[config.mk]
export PLATFORM = sky130hd
export DESIGN_NAME = ysyx_24100006_scoreboard
export DESIGN_NICKNAME = d
export VERILOG_FILES = /design/src/rtl/ysyx_24100006_scoreboard_pkg.sv /design/src/rtl/ysyx_24100006_sb_cnt.sv /design/src/rtl/ysyx_24100006_scoreboard.sv
export SDC_FILE = /design/constraint.sdc
export NUM_CORES = 1
export LEC_CHECK = 0
export ABC_CLOCK_PERIOD_IN_PS = 3700
export CELL_PAD_IN_SITES_DETAIL_PLACEMENT = 0
export CELL_PAD_IN_SITES_GLOBAL_PLACEMENT = 1
export CORE_UTILIZATION = 45
export DETAILED_ROUTE_END_ITERATION = 8
export PLACE_DENSITY_LB_ADDON = 0.1
export SETUP_SLACK_MARGIN = 0.3
export SLEW_MARGIN = 0
export SYNTH_ARGS = -nofsm -noshare
export SYNTH_HDL_FRONTEND = slang
export SYNTH_HIERARCHICAL = 1
export SYNTH_SLANG_ARGS = --single-unit
[constraint.sdc]
create_clock -name clock -period 3.7 [get_ports clock]
set_input_delay 0.74 -clock clock [delete_from_list [all_inputs] [get_ports clock]]
set_output_delay 0.74 -clock clock [all_outputs]
set_load 0.02 [all_outputs]
[src/rtl/ysyx_24100006_scoreboard_pkg.sv]
// Shared constants and types for the register scoreboard.
// Sizes for RV32E / RV32I register files and the per-register counter ceiling.
package ysyx_24100006_scoreboard_pkg;

  localparam int NR_REG_RV32E = 16;
  localparam int REG_AW_RV32E = 4;
  localparam int NR_REG_RV32I = 32;
  localparam int REG_AW_RV32I = 5;

  localparam int CNT_W_DEF = 2;

  function automatic int cnt_max_of(input int w);
    return (1 << w) - 1;
  endfunction

  localparam int CNT_MAX = cnt_max_of(CNT_W_DEF);

  typedef logic [REG_AW_RV32E-1:0] reg_idx_e_t;
  typedef logic [REG_AW_RV32I-1:0] reg_idx_i_t;

endpackage

[src/rtl/ysyx_24100006_sb_cnt.sv]
// Saturating up/down pending-write counter for one architectural register.
// Updates at the next clock edge; clr wins over inc/dec; underflow is a combinational flag.
module ysyx_24100006_sb_cnt
  import ysyx_24100006_scoreboard_pkg::*;
#(
  parameter int CNT_W = CNT_W_DEF
) (
  input  logic clock,
  input  logic reset_n,
  input  logic inc,
  input  logic dec,
  input  logic clr,
  output logic is_zero,
  output logic is_one,
  output logic is_max,
  output logic underflow
);

  localparam logic [CNT_W-1:0] MAX_VAL = CNT_W'(cnt_max_of(CNT_W));
  localparam logic [CNT_W-1:0] ONE_VAL = CNT_W'(1);

  logic [CNT_W-1:0] cnt_q;

  assign is_zero   = (cnt_q == '0);
  assign is_one    = (cnt_q == ONE_VAL);
  assign is_max    = (cnt_q == MAX_VAL);
  assign underflow = dec & is_zero;

  // Simultaneous inc and dec cancel; the ends of the range hold rather than wrap.
  always_ff @(posedge clock) begin
    if (!reset_n) begin
      cnt_q <= '0;
    end else if (clr) begin
      cnt_q <= '0;
    end else if (inc & ~dec & ~is_max) begin
      cnt_q <= cnt_q + ONE_VAL;
    end else if (dec & ~inc & ~is_zero) begin
      cnt_q <= cnt_q - ONE_VAL;
    end
  end

endmodule

[src/rtl/ysyx_24100006_scoreboard.sv]
// Per-register pending-write scoreboard driving the ID stall (RAW, WAW-full) from counters.
// stall_id is combinational; issue seen by ID next cycle; commit clears a stall same cycle with bypass.
module ysyx_24100006_scoreboard
  import ysyx_24100006_scoreboard_pkg::*;
#(
  parameter int NR_REG    = NR_REG_RV32E,
  parameter int REG_AW    = REG_AW_RV32E,
  parameter int CNT_W     = CNT_W_DEF,
  parameter int BYPASS_WB = 1
) (
  input  logic              clock,
  input  logic              reset_n,
  input  logic              id_valid,
  input  logic              id_fire,
  input  logic [REG_AW-1:0] id_rs1,
  input  logic [REG_AW-1:0] id_rs2,
  input  logic              id_rs1_ren,
  input  logic              id_rs2_ren,
  input  logic [REG_AW-1:0] id_rd,
  input  logic              id_wen,
  input  logic              wb_fire,
  input  logic [REG_AW-1:0] wb_rd,
  input  logic              wb_wen,
  input  logic              flush,
  output logic              stall_id,
  output logic              busy,
  output logic              err_underflow
);

  localparam int              NSLOT    = 1 << REG_AW;
  localparam logic [REG_AW:0] NR_REG_W = (REG_AW+1)'(NR_REG);

  // x0 and indices past the register file never hold a count.
  function automatic logic tracked(input logic [REG_AW-1:0] idx);
    return (idx != '0) && ({1'b0, idx} < NR_REG_W);
  endfunction

  logic [NSLOT-1:0] is_zero;
  logic [NSLOT-1:0] is_one;
  logic [NSLOT-1:0] is_max;
  logic [NSLOT-1:0] uf;

  logic issue;
  logic commit;
  logic byp_rs1;
  logic byp_rs2;
  logic haz_rs1;
  logic haz_rs2;
  logic full;
  logic err_q;

  assign commit = wb_fire & wb_wen & tracked(wb_rd);

  // A source whose single outstanding writer retires now reads the write-through value.
  assign byp_rs1 = (BYPASS_WB != 0) & is_one[id_rs1] & commit & (wb_rd == id_rs1);
  assign byp_rs2 = (BYPASS_WB != 0) & is_one[id_rs2] & commit & (wb_rd == id_rs2);

  assign haz_rs1 = id_rs1_ren & tracked(id_rs1) & ~is_zero[id_rs1] & ~byp_rs1;
  assign haz_rs2 = id_rs2_ren & tracked(id_rs2) & ~is_zero[id_rs2] & ~byp_rs2;

  // Full ignores a same-cycle commit so this path never depends on WB.
  assign full = id_wen & tracked(id_rd) & is_max[id_rd];

  assign stall_id = id_valid & (haz_rs1 | haz_rs2 | full) & ~flush;
  assign issue    = id_fire & ~stall_id & id_wen & tracked(id_rd);

  generate
    for (genvar r = 0; r < NSLOT; r++) begin : g_slot
      if (r == 0 || r >= NR_REG) begin : g_none
        assign is_zero[r] = 1'b1;
        assign is_one[r]  = 1'b0;
        assign is_max[r]  = 1'b0;
        assign uf[r]      = 1'b0;
      end else begin : g_cnt
        logic inc_r;
        logic dec_r;

        assign inc_r = issue  & (id_rd == REG_AW'(r));
        assign dec_r = commit & (wb_rd == REG_AW'(r));

        ysyx_24100006_sb_cnt #(
          .CNT_W(CNT_W)
        ) u_cnt (
          .clock    (clock),
          .reset_n  (reset_n),
          .inc      (inc_r),
          .dec      (dec_r),
          .clr      (flush),
          .is_zero  (is_zero[r]),
          .is_one   (is_one[r]),
          .is_max   (is_max[r]),
          .underflow(uf[r])
        );
      end
    end
  endgenerate

  // A commit absorbed by flush is not an accounting error.
  always_ff @(posedge clock) begin
    if (!reset_n) begin
      err_q <= 1'b0;
    end else if (~flush & (|uf)) begin
      err_q <= 1'b1;
    end
  end

  assign busy          = ~(&is_zero);
  assign err_underflow = err_q;

endmodule

==> flow_metrics.py, run 1 <==
metrics = {
    "run_status": {
        "status": "finished clean",
    },
    "clocking": {
        "clock_path_buffers": 2,
        "worstSkewPairLatency_ns": 0.29,
        "htreeDepth": 2,
        "cts_buffers": 5,
        "clk_pin_slew_worst_paths_ns": 0.08,
        "cts_hold_buffers": 0,
        "clock_sinks": 31,
        "root_buffer": "clkbuf_8",
        "cts_tree": "done",
    },
    "detailed_routing": {
        "drtIter0Drc": 227,
        "wire_per_inst_um": 17.8,
        "vias": 4098,
        "drtAntennaViolNets": 0,
        "routed_wl_mm": 12.9,
        "routed_via_density": 5.64,
        "drcViolationCount": 0,
        "dr.pass1.iters": 5,
    },
    "worst_setup_path": {
        "cpMostUsedCell": "buf_4",
        "crit_fanout": 12,
        "crit_required_ns": 3.89,
        "start_kind": "primary input",
        "max_stage_delay_ns": 0.55,
        "path_buf_inv": 5,
        "critPathSlowestCell": "mux4_2",
        "path_class": "in2reg",
        "cp_top_family": "buffers and inverters",
        "critical_path_arrival_ns": 3.58,
        "crit_path_end_kind": "flop",
        "path_cells": "clkdlybuf4s50_1 > buf_6 > mux4_2 > nand2_2 > o211ai_1 > nor2_1 > a31oi_4 > buf_12 > buf_4 > nor4_2 > buf_4 > nor3b_1 > o21a_1 > a2111oi_2",
    },
    "place": {
        "hpwl_mm": 10.5,
        "gp_congestion": 0.883,
        "io_buffers": 28,
    },
    "sta": {
        "slew_viol_final": 0,
        "maxSlewHeadroom_pct": 45.5,
        "finalCritPeriodShare_pct": 91.5,
        "hold_violations": 0,
        "worst_slew_pin_slew_ns": 0.815,
        "grt_setup_unrepaired": "true",
        "fin_skew_ns": 0.00743,
        "max_freq_ghz": 0.295,
        "setup_viol": 0,
        "tns_ns": 0,
        "period_needed_ns": 3.39,
    },
    "logic_synthesis": {
        "synth_common_cells": "nor3b_1, ha_1, nor3_1",
        "synthFlopType": "dfxtp_1",
        "synth_area_leaders": "ha_1, dfxtp_1, nor3b_1",
        "synth.cell_area_mm2": 0.00433,
        "synthArstFlopShare_pct": 0,
        "synth.distinct_cells": 51,
        "synth_seq_area_share_pct": 14.3,
        "synth.net_count": 598,
        "netlist_instances": 512,
        "synth.yosys.warnings": 6,
        "ys_ff_latch": 31,
        "yosys.area.top_type": "ha_1",
        "avgSynthCellArea_um2": 8.46,
        "synth_top_area_share_pct": 17.3,
        "yosysMostFrequentCell": "nor3b_1",
        "synth_edf_count": 0,
    },
    "global_route": {
        "grt_overflow": 0,
        "grt_first_pass_wirelength_mm": 20.8,
        "globalRouteTotalUtil_pct": 27.0,
        "grt_pass1_vias": 4059,
        "antenna_found_initial": 0,
        "grt_max_degree": 17,
    },
    "finish": {
        "area_growth_pct": 24.8,
        "diodes": 0,
        "final_nets": 683,
        "fin_util_pct": 58.2,
        "n_fill_cell": 888,
        "drive_above_1_share_pct": 22.4,
    },
    "floorplanning": {
        "io-pin-count": 29,
        "die_y_um": 100,
        "die_x_um": 100,
        "start_util_pct": 46.6,
        "die_area_mm2": 0.0100,
        "coreArea_mm2": 0.00928,
        "num_rows": 35,
    },
    "power_and_ir_drop": {
        "static-leakage-power_nw": 2.02,
        "ir_drop_uv": 112,
        "power_density_mw_per_mm2": 161,
        "total_power_mw": 0.867,
    },
    "flow_run": {
        "maxCapViolCount": 0,
    },
    "min_path": {
        "hold_class": "reg2reg",
    },
}
[path summary, 6_finish.rpt]
check,endpoint,slack (ns),startpoint,cells past startpoint
worst max-delay path,g_slot[3].g_cnt.u_cnt/cnt_q[1],0.31,id_rd[0],14
worst min-delay path,err_underflow,0.47,err_underflow,1
worst max register to register,g_slot[12].g_cnt.u_cnt/cnt_q[1],0.41,g_slot[7].g_cnt.u_cnt/cnt_q[1],15
worst min register to register,err_underflow,0.47,err_underflow,1
[metrics by stage]
stage	setup WS (ns)	std cells	instance area (um^2)	hold WS (ns)
after floorplan	0.398	512	4330	0.575
after global placement	-0.400	717	5130	0.447
after detailed placement	-0.374	717	5130	0.453
after CTS	0.243	727	5280	0.471
after global routing	0.217	727	5400	0.492
final	0.314	727	5400	0.468
[what timing repair did]
| item | CTS | global route |
|---|---|---|
| setup endpoints to repair | 31 | 30 |
| endpoints found under the hold margin | 0 | 0 |
| resized for setup | 21 | 40 |
| buffers inserted | 2 | 0 |
| pin swaps | 5 | 5 |
[power breakdown]
group / leakage, nW / switching, mW / total [mW] / internal [mW]
logic: 1.73 / 0.127 / 0.246 / 0.119
clock network: 0.0422 / 0.148 / 0.281 / 0.133
registers: 0.250 / 0.00317 / 0.340 / 0.336
[layout by cell type, fill, tap and decap left out, types with 16 or more instances in the layout]
cell      count
o21ai_0      16
o21a_1       16
nor3b_1      52
nor3_1       51
nor2_1       20
nand2_1      17
dfxtp_1      31
nor2b_1      41
buf_4        58
nand2b_1     19
and2_1       16
ha_1         60
inv_1        35
[cell families after synthesis]
kind of cell	count (synthesis)	synth area share [%]
AND/OR/NAND/NOR	258	36.0
multiplexers	24	8.87
buffers and inverters	48	5.20
AO/OA/AOI/OAI	83	16.7
flip-flops	31	14.3
XOR/XNOR	8	1.62
adder cells (fa/ha/maj)	60	17.3
[state kept, by name (all words and copies together), names as in the netlist]
register                  cells
g_slot.g_cnt.u_cnt/cnt_q     30
err_underflow                 1
[layout make-up]
class / count / area (um^2) / share of cell area (%)
Clock inverter: 1 / 5.00 / 0.0927
Sequential cell: 31 / 621 / 11.5
Inverter: 35 / 131 / 2.43
Multi-Input combinational cell: 433 / 3630 / 67.3
Timing Repair Buffer: 91 / 772 / 14.3
Clock buffer: 7 / 76.3 / 1.41
Tap cell: 129 / 161 / 2.99
[metal layers]
layer | global-route usage [%] | routed length, um | vias to the layer above
li1 | - | - | 2042
met1 | 35.8 | 6200 | 1954
met2 | 44.9 | 5920 | 81
met3 | 3.55 | 425 | 21
met4 | 10.0 | 377 | 0
met5 | 0 | 0 | -
(Power assumes the default switching activity.)
==> inputs of run 2 (changes only) <==
Settings changed: ABC_AREA from default to 1, CORE_UTILIZATION 45 to 43.
==> run 2 against run 1 <==
Clock skew is 0.00094 ns higher. Critical endpoint is now stall_id. Non-clock buffer count is 36 lower. Via count is 13% higher. Synthesized cell count is 54% higher. Critical path type is now in2out.
==> flow_metrics.py, run 2 <==
metrics = {
    "place": {
        "hpwl_mm": 10.5,
        "io_buffers": 28,
        "gp_congestion": 0.877,
        "place_ws_ns": 0.0797,
    },
    "global_route": {
        "grt_first_pass_wirelength_mm": 20.8,
        "grt_max_degree": 17,
        "antenna_found_initial": 0,
        "grt_pass1_vias": 4310,
        "grt_overflow": 0,
        "globalRouteTotalUtil_pct": 23.4,
    },
    "logic_synthesis": {
        "yosys.area.top_type": "nand2_1",
        "synth.cell_area_mm2": 0.00469,
        "ys_ff_latch": 31,
        "synth.net_count": 877,
        "synthArstFlopShare_pct": 0,
        "synth_edf_count": 0,
        "synth_common_cells": "nand2_1, inv_1, nor2_1",
        "synth_top_area_share_pct": 17.1,
        "synth_seq_area_share_pct": 13.2,
        "synth.distinct_cells": 28,
        "synthFlopType": "dfxtp_1",
        "yosysMostFrequentCell": "nand2_1",
        "netlist_instances": 791,
        "synth.yosys.warnings": 6,
        "synth_area_leaders": "nand2_1, ha_1, inv_1",
        "avgSynthCellArea_um2": 5.93,
    },
    "worst_setup_path": {
        "path_class": "in2out",
        "critPathSlowestCell": "clkdlybuf4s50_1",
        "crit_path_end_kind": "output pin",
        "crit_path_start": "id_rs2[1]",
        "max_stage_delay_ns": 0.53,
        "crit_required_ns": 2.96,
        "r2r-start": "g_slot[4].g_cnt.u_cnt/cnt_q[0]",
        "rr_worst_depth": 20,
        "crit_fanout": 8,
        "cpMostUsedCell": "nand2_1",
        "path_cells": "clkdlybuf4s50_1 > buf_4 > xnor2_1 > nand4_1 > nor2_1 > nand2_1 > nand2_1 > nand3_1 > nand2_2 > inv_1 > clkbuf_2",
        "critical_path_arrival_ns": 2.35,
        "start_kind": "primary input",
    },
    "clocking": {
        "worstSkewPairLatency_ns": 0.30,
        "clock_sinks": 31,
        "cts_tree": "done",
        "cts_buffers": 5,
        "clk_pin_slew_worst_paths_ns": 0.08,
        "htreeDepth": 2,
        "clock_path_buffers": 2,
        "root_buffer": "clkbuf_8",
        "post_cts_buffers": 0,
        "cts_hold_buffers": 0,
    },
    "floorplanning": {
        "die_area_mm2": 0.0113,
        "start_util_pct": 44.8,
        "die_x_um": 106,
        "io-pin-count": 29,
        "die_y_um": 106,
        "num_rows": 37,
        "coreArea_mm2": 0.0105,
    },
    "power_and_ir_drop": {
        "p_int_mw": 0.586,
        "swShare_pct": 34.0,
        "power_density_mw_per_mm2": 166,
        "total_power_mw": 0.888,
        "pwr-share-seq_pct": 38.0,
        "static-leakage-power_nw": 2.97,
        "clockPowerShare_pct": 33.4,
        "ir_drop_uv": 113,
        "switchingPower_mw": 0.302,
        "p_comb_share_pct": 28.6,
    },
    "sta": {
        "whs_ns": 0.481,
        "layout_setup_ws_ns": 0.609,
        "grt_setup_unrepaired": "false",
        "tns_ns": 0,
        "period_needed_ns": 3.09,
        "fin_skew_ns": 0.00837,
        "hold_violations": 0,
        "slew_viol_final": 0,
        "setup_viol": 0,
        "finalCritPeriodShare_pct": 83.5,
        "worst_slew_pin_slew_ns": 0.872,
        "maxSlewHeadroom_pct": 41.7,
        "max_freq_ghz": 0.324,
    },
    "detailed_routing": {
        "routed_via_density": 4.73,
        "vias": 4633,
        "wire_per_inst_um": 12.8,
        "drtAntennaViolNets": 0,
        "drcViolationCount": 0,
        "drtIter0Drc": 244,
        "dr.pass1.iters": 5,
        "routed_wl_mm": 12.5,
    },
    "finish": {
        "fin_util_pct": 51.2,
        "final_cell_mix": "nand2_1, inv_1, nor2_1",
        "largest_reg_flops": 30,
        "diodes": 0,
        "final_common_cell": "nand2_1",
        "largest-register": "g_slot.g_cnt.u_cnt/cnt_q",
        "drive_above_1_share_pct": 13.8,
        "area_growth_pct": 14.3,
        "final_nets": 929,
    },
    "flow_run": {
        "maxCapViolCount": 0,
    },
    "min_path": {
        "hold_depth": 1,
        "hold_class": "reg2reg",
        "hp-start": "err_underflow",
    },
    "run_status": {
        "status": "finished clean",
    },
}
==> run 2: cell types whose count changed in the layout (fill, tap and decap cells not counted), moves of 50 or more <==
cell     before  now
nand2_1      17  213
inv_1        35  188
nor3b_1      52    0
nand3_1       3   75
nor3_1       51    1
nor2_1       20   89
==> run 2: power groups by stage <==
stage | combinational, mW | clock, mW | sequential (mW)
after floorplan | 0.151 | 0 | 0.346
after global placement | 0.254 | 0 | 0.345
after detailed placement | 0.255 | 0 | 0.345
after CTS | 0.255 | 0.311 | 0.338
after global routing | 0.280 | 0.318 | 0.338
final | 0.254 | 0.297 | 0.338
==> run 2: cell type report <==
class / count / area (um^2)
fill: 1138 / 5100
inverter: 207 / 779
sequential: 31 / 621
multi-input combinational: 543 / 3210
clock inverter: 1 / 5.00
clock buffer: 6 / 82.6
timing repair buffer: 55 / 493
tap: 136 / 170
==> run 2: path summary, 6_finish.rpt <==
check	endpoint	slack [ns]
setup reg to reg	g_slot[12].g_cnt.u_cnt/cnt_q[0]	1.04
hold / removal	err_underflow	0.48
setup / recovery	stall_id	0.61
hold reg to reg	err_underflow	0.48
==> run 2: kinds of logic after synthesis <==
kind of cell,count (synthesis),share of synthesized area (%)
buffers and inverters,217,18.4
and+or+nand+nor,466,49.7
adders and majority gates,60,16.0
DFF,31,13.2
xor gates and xnor gates,8,1.49
AOI/OAI and AO/OA,9,1.15
==> run 2: metal layers <==
metal / track usage [%] / vias up / wire, um
li1: - / 2445 / -
met1: 31.4 / 2070 / 6090
met2: 38.7 / 100 / 5600
met3: 3.62 / 18 / 605
met4: 6.46 / 0 / 225
met5: 0 / - / 0
==> run 2: stage by stage <==
step | instances | instance area (um^2)
floorplan | 791 | 4690
global placement | 972 | 5260
detailed placement | 972 | 5260
CTS | 979 | 5350
global route | 979 | 5360
finish | 979 | 5360
==> run 2: critical path: cells and delay by family <==
family,cells,cell delay (ns)
xor+xnor,1,0.13
buf+inv,4,0.90
simple gates,6,0.57
==> run 2: repair_timing <==
action | 4_1_cts | 5_1_grt
resized for setup | 2 | 7
endpoints found under the setup margin | 1 | 1
pin swaps | 0 | 0
==> inputs of run 3 (changes only) <==
Settings changed: ABC_CLOCK_PERIOD_IN_PS 3700 to 2600, CORE_UTILIZATION 43 to 39.
Clock period 3.7 ns to 2.6 ns, I/O delays scaled along.
==> run 3 against run 2 <==
The run now ends with design-rule violations left. Final cell count rose by 8.3%. Clock skew fell by 0.0014 ns. Largest power group is now clock. Largest cell class unchanged. Sequential share of layout area fell by 1.8 points. Via count rose by 6.2%.
==> flow_metrics.py, run 3 (synthesized netlist as in run 2, its figures left out) <==
metrics = {
    "global_route": {
        "use_met3_pct": 3.38,
        "busiest_layer": "met2",
        "antenna_found_initial": 0,
        "globalRouteTotalUtil_pct": 22.7,
        "met2_usage_pct": 37.8,
        "grt_overflow": 0,
        "grt_pass1_vias": 4646,
        "met1_usage_pct": 30.5,
        "grt_first_pass_wirelength_mm": 22.3,
        "grt_max_degree": 17,
    },
    "power_and_ir_drop": {
        "ir_drop_uv": 182,
        "power_density_mw_per_mm2": 233,
        "total_power_mw": 1.56,
        "static-leakage-power_nw": 3.47,
    },
    "clocking": {
        "worstSkewPairLatency_ns": 0.29,
        "clk_pin_slew_worst_paths_ns": 0.05,
        "cts_tree": "done",
        "cts_hold_buffers": 0,
        "cts_buffers": 5,
        "root_buffer": "clkbuf_16",
        "clock_sinks": 31,
        "clock_path_buffers": 2,
        "htreeDepth": 2,
    },
    "finish": {
        "largest_reg_flops": 30,
        "final_cells": 1060,
        "n_fill_cell": 1179,
        "final_cell_mix": "nand2_1, inv_1, buf_4",
        "final_nets": 1002,
        "diodes": 0,
        "area_growth_pct": 42.9,
        "drive_above_1_share_pct": 41.8,
        "fin_util_pct": 57.9,
        "final_common_cell": "nand2_1",
        "largest-register": "g_slot.g_cnt.u_cnt/cnt_q",
    },
    "worst_setup_path": {
        "crit_fanout": 3,
        "crit_required_ns": 2.08,
        "crit_path_end_kind": "output pin",
        "start_kind": "primary input",
        "path_cells": "dlygate4sd2_1 > buf_6 > xnor2_2 > nand4_1 > nor2_1 > nand2_1 > nand2_2 > nand3_2 > nand2_2 > inv_2 > buf_6",
        "critPathSlowestCell": "dlygate4sd2_1",
        "path_class": "in2out",
        "max_stage_delay_ns": 0.27,
        "critical_path_arrival_ns": 1.82,
    },
    "place": {
        "dp_cells": 1039,
        "gp_congestion": 0.866,
        "hpwl_mm": 10.9,
        "io_buffers": 28,
    },
    "detailed_routing": {
        "drcViolationCount": 1,
        "routed_wl_mm": 14.2,
        "drtIter0Drc": 250,
        "dr.pass1.iters": 7,
        "routed_via_density": 4.64,
        "vias": 4921,
        "drtAntennaViolNets": 0,
        "wire_per_inst_um": 13.4,
    },
    "sta": {
        "max_freq_ghz": 0.427,
        "whs_ns": 0.461,
        "worst_slew_pin_slew_ns": 0.886,
        "fin_skew_ns": 0.00697,
        "hold_violations": 0,
        "slew_viol_final": 0,
        "finalCritPeriodShare_pct": 90.0,
        "maxSlewHeadroom_pct": 41.0,
        "grt_setup_unrepaired": "true",
        "period_needed_ns": 2.34,
        "setup_viol": 0,
    },
    "flow_run": {
        "maxCapViolCount": 0,
    },
    "run_status": {
        "status": "complete, but fails checks",
        "violations": "design-rule violations",
    },
    "floorplanning": {
        "coreArea_mm2": 0.0116,
        "die_y_um": 112,
        "die_x_um": 112,
        "die_area_mm2": 0.0125,
        "io-pin-count": 29,
        "num_rows": 39,
        "start_util_pct": 40.5,
    },
    "min_path": {
        "hold_class": "reg2reg",
    },
}
## run 3: changes by cell type in the layout (fill, tap and decap cells not counted), moves of 21 or more
cell	previous run	this run
buf_4	26	84
inv_1	188	139
inv_2	18	63
ha_1	60	31
nor2_1	89	60
dfxtp_1	31	8
nand3_1	75	52
nand2_1	213	191
nand3_2	15	36
## run 3: worst max-delay path: cells and delay by family
kind | cells | cell delay, ns
xor+xnor | 1 | 0.14
buf+inv | 4 | 0.56
simple gates | 6 | 0.61
## run 3: path summary, 6_finish.rpt
check | start | endpoint | slack [ns] | cells past startpoint
worst min-delay path | err_underflow | err_underflow | 0.46 | 1
worst min register to register | err_underflow | err_underflow | 0.46 | 1
worst max-delay path | id_rs1[2] | stall_id | 0.26 | 11
worst max register to register | g_slot[7].g_cnt.u_cnt/cnt_q[0] | g_slot[13].g_cnt.u_cnt/cnt_q[1] | 0.29 | 17
## run 3: where the power goes
part	total, mW	leakage [nW]	switching [mW]	internal [mW]
clock network	0.654	0.0772	0.245	0.409
logic	0.431	3.13	0.254	0.177
registers	0.478	0.263	0.00245	0.475
total	1.56	3.47	0.501	1.06
## run 3: layout make-up
class | count | area, um^2 | area share, %
multi-input combinational | 544 | 3890 | 58.0
sequential | 31 | 657 | 9.80
timing repair buffer | 127 | 1030 | 15.3
clock buffer | 8 | 156 | 2.33
inverter | 207 | 793 | 11.8
tap | 143 | 179 | 2.67
## run 3: repair_timing
item | 4_1_cts | 5_1_grt
setup endpoints to repair | 33 | 33
setup buffers | 4 | 6
pin swaps | 8 | 67
resized for setup | 136 | 167
gates cloned | 3 | 0
## run 3: through the flow
step	TNS (ns)	area, um^2	setup slack (ns)
global route	0	6700	0.151
global placement	-12.62	5710	-0.603
CTS	0	6200	0.268
floorplan	0	4690	0.453
detailed placement	-13.34	5710	-0.594
finish	0	6700	0.260
## run 3: layer usage
metal / up-vias / wire length, um
met1: 2231 / 6810
met4: 0 / 191
li1: 2602 / -
met2: 74 / 6700
met3: 14 / 474
met5: - / 0
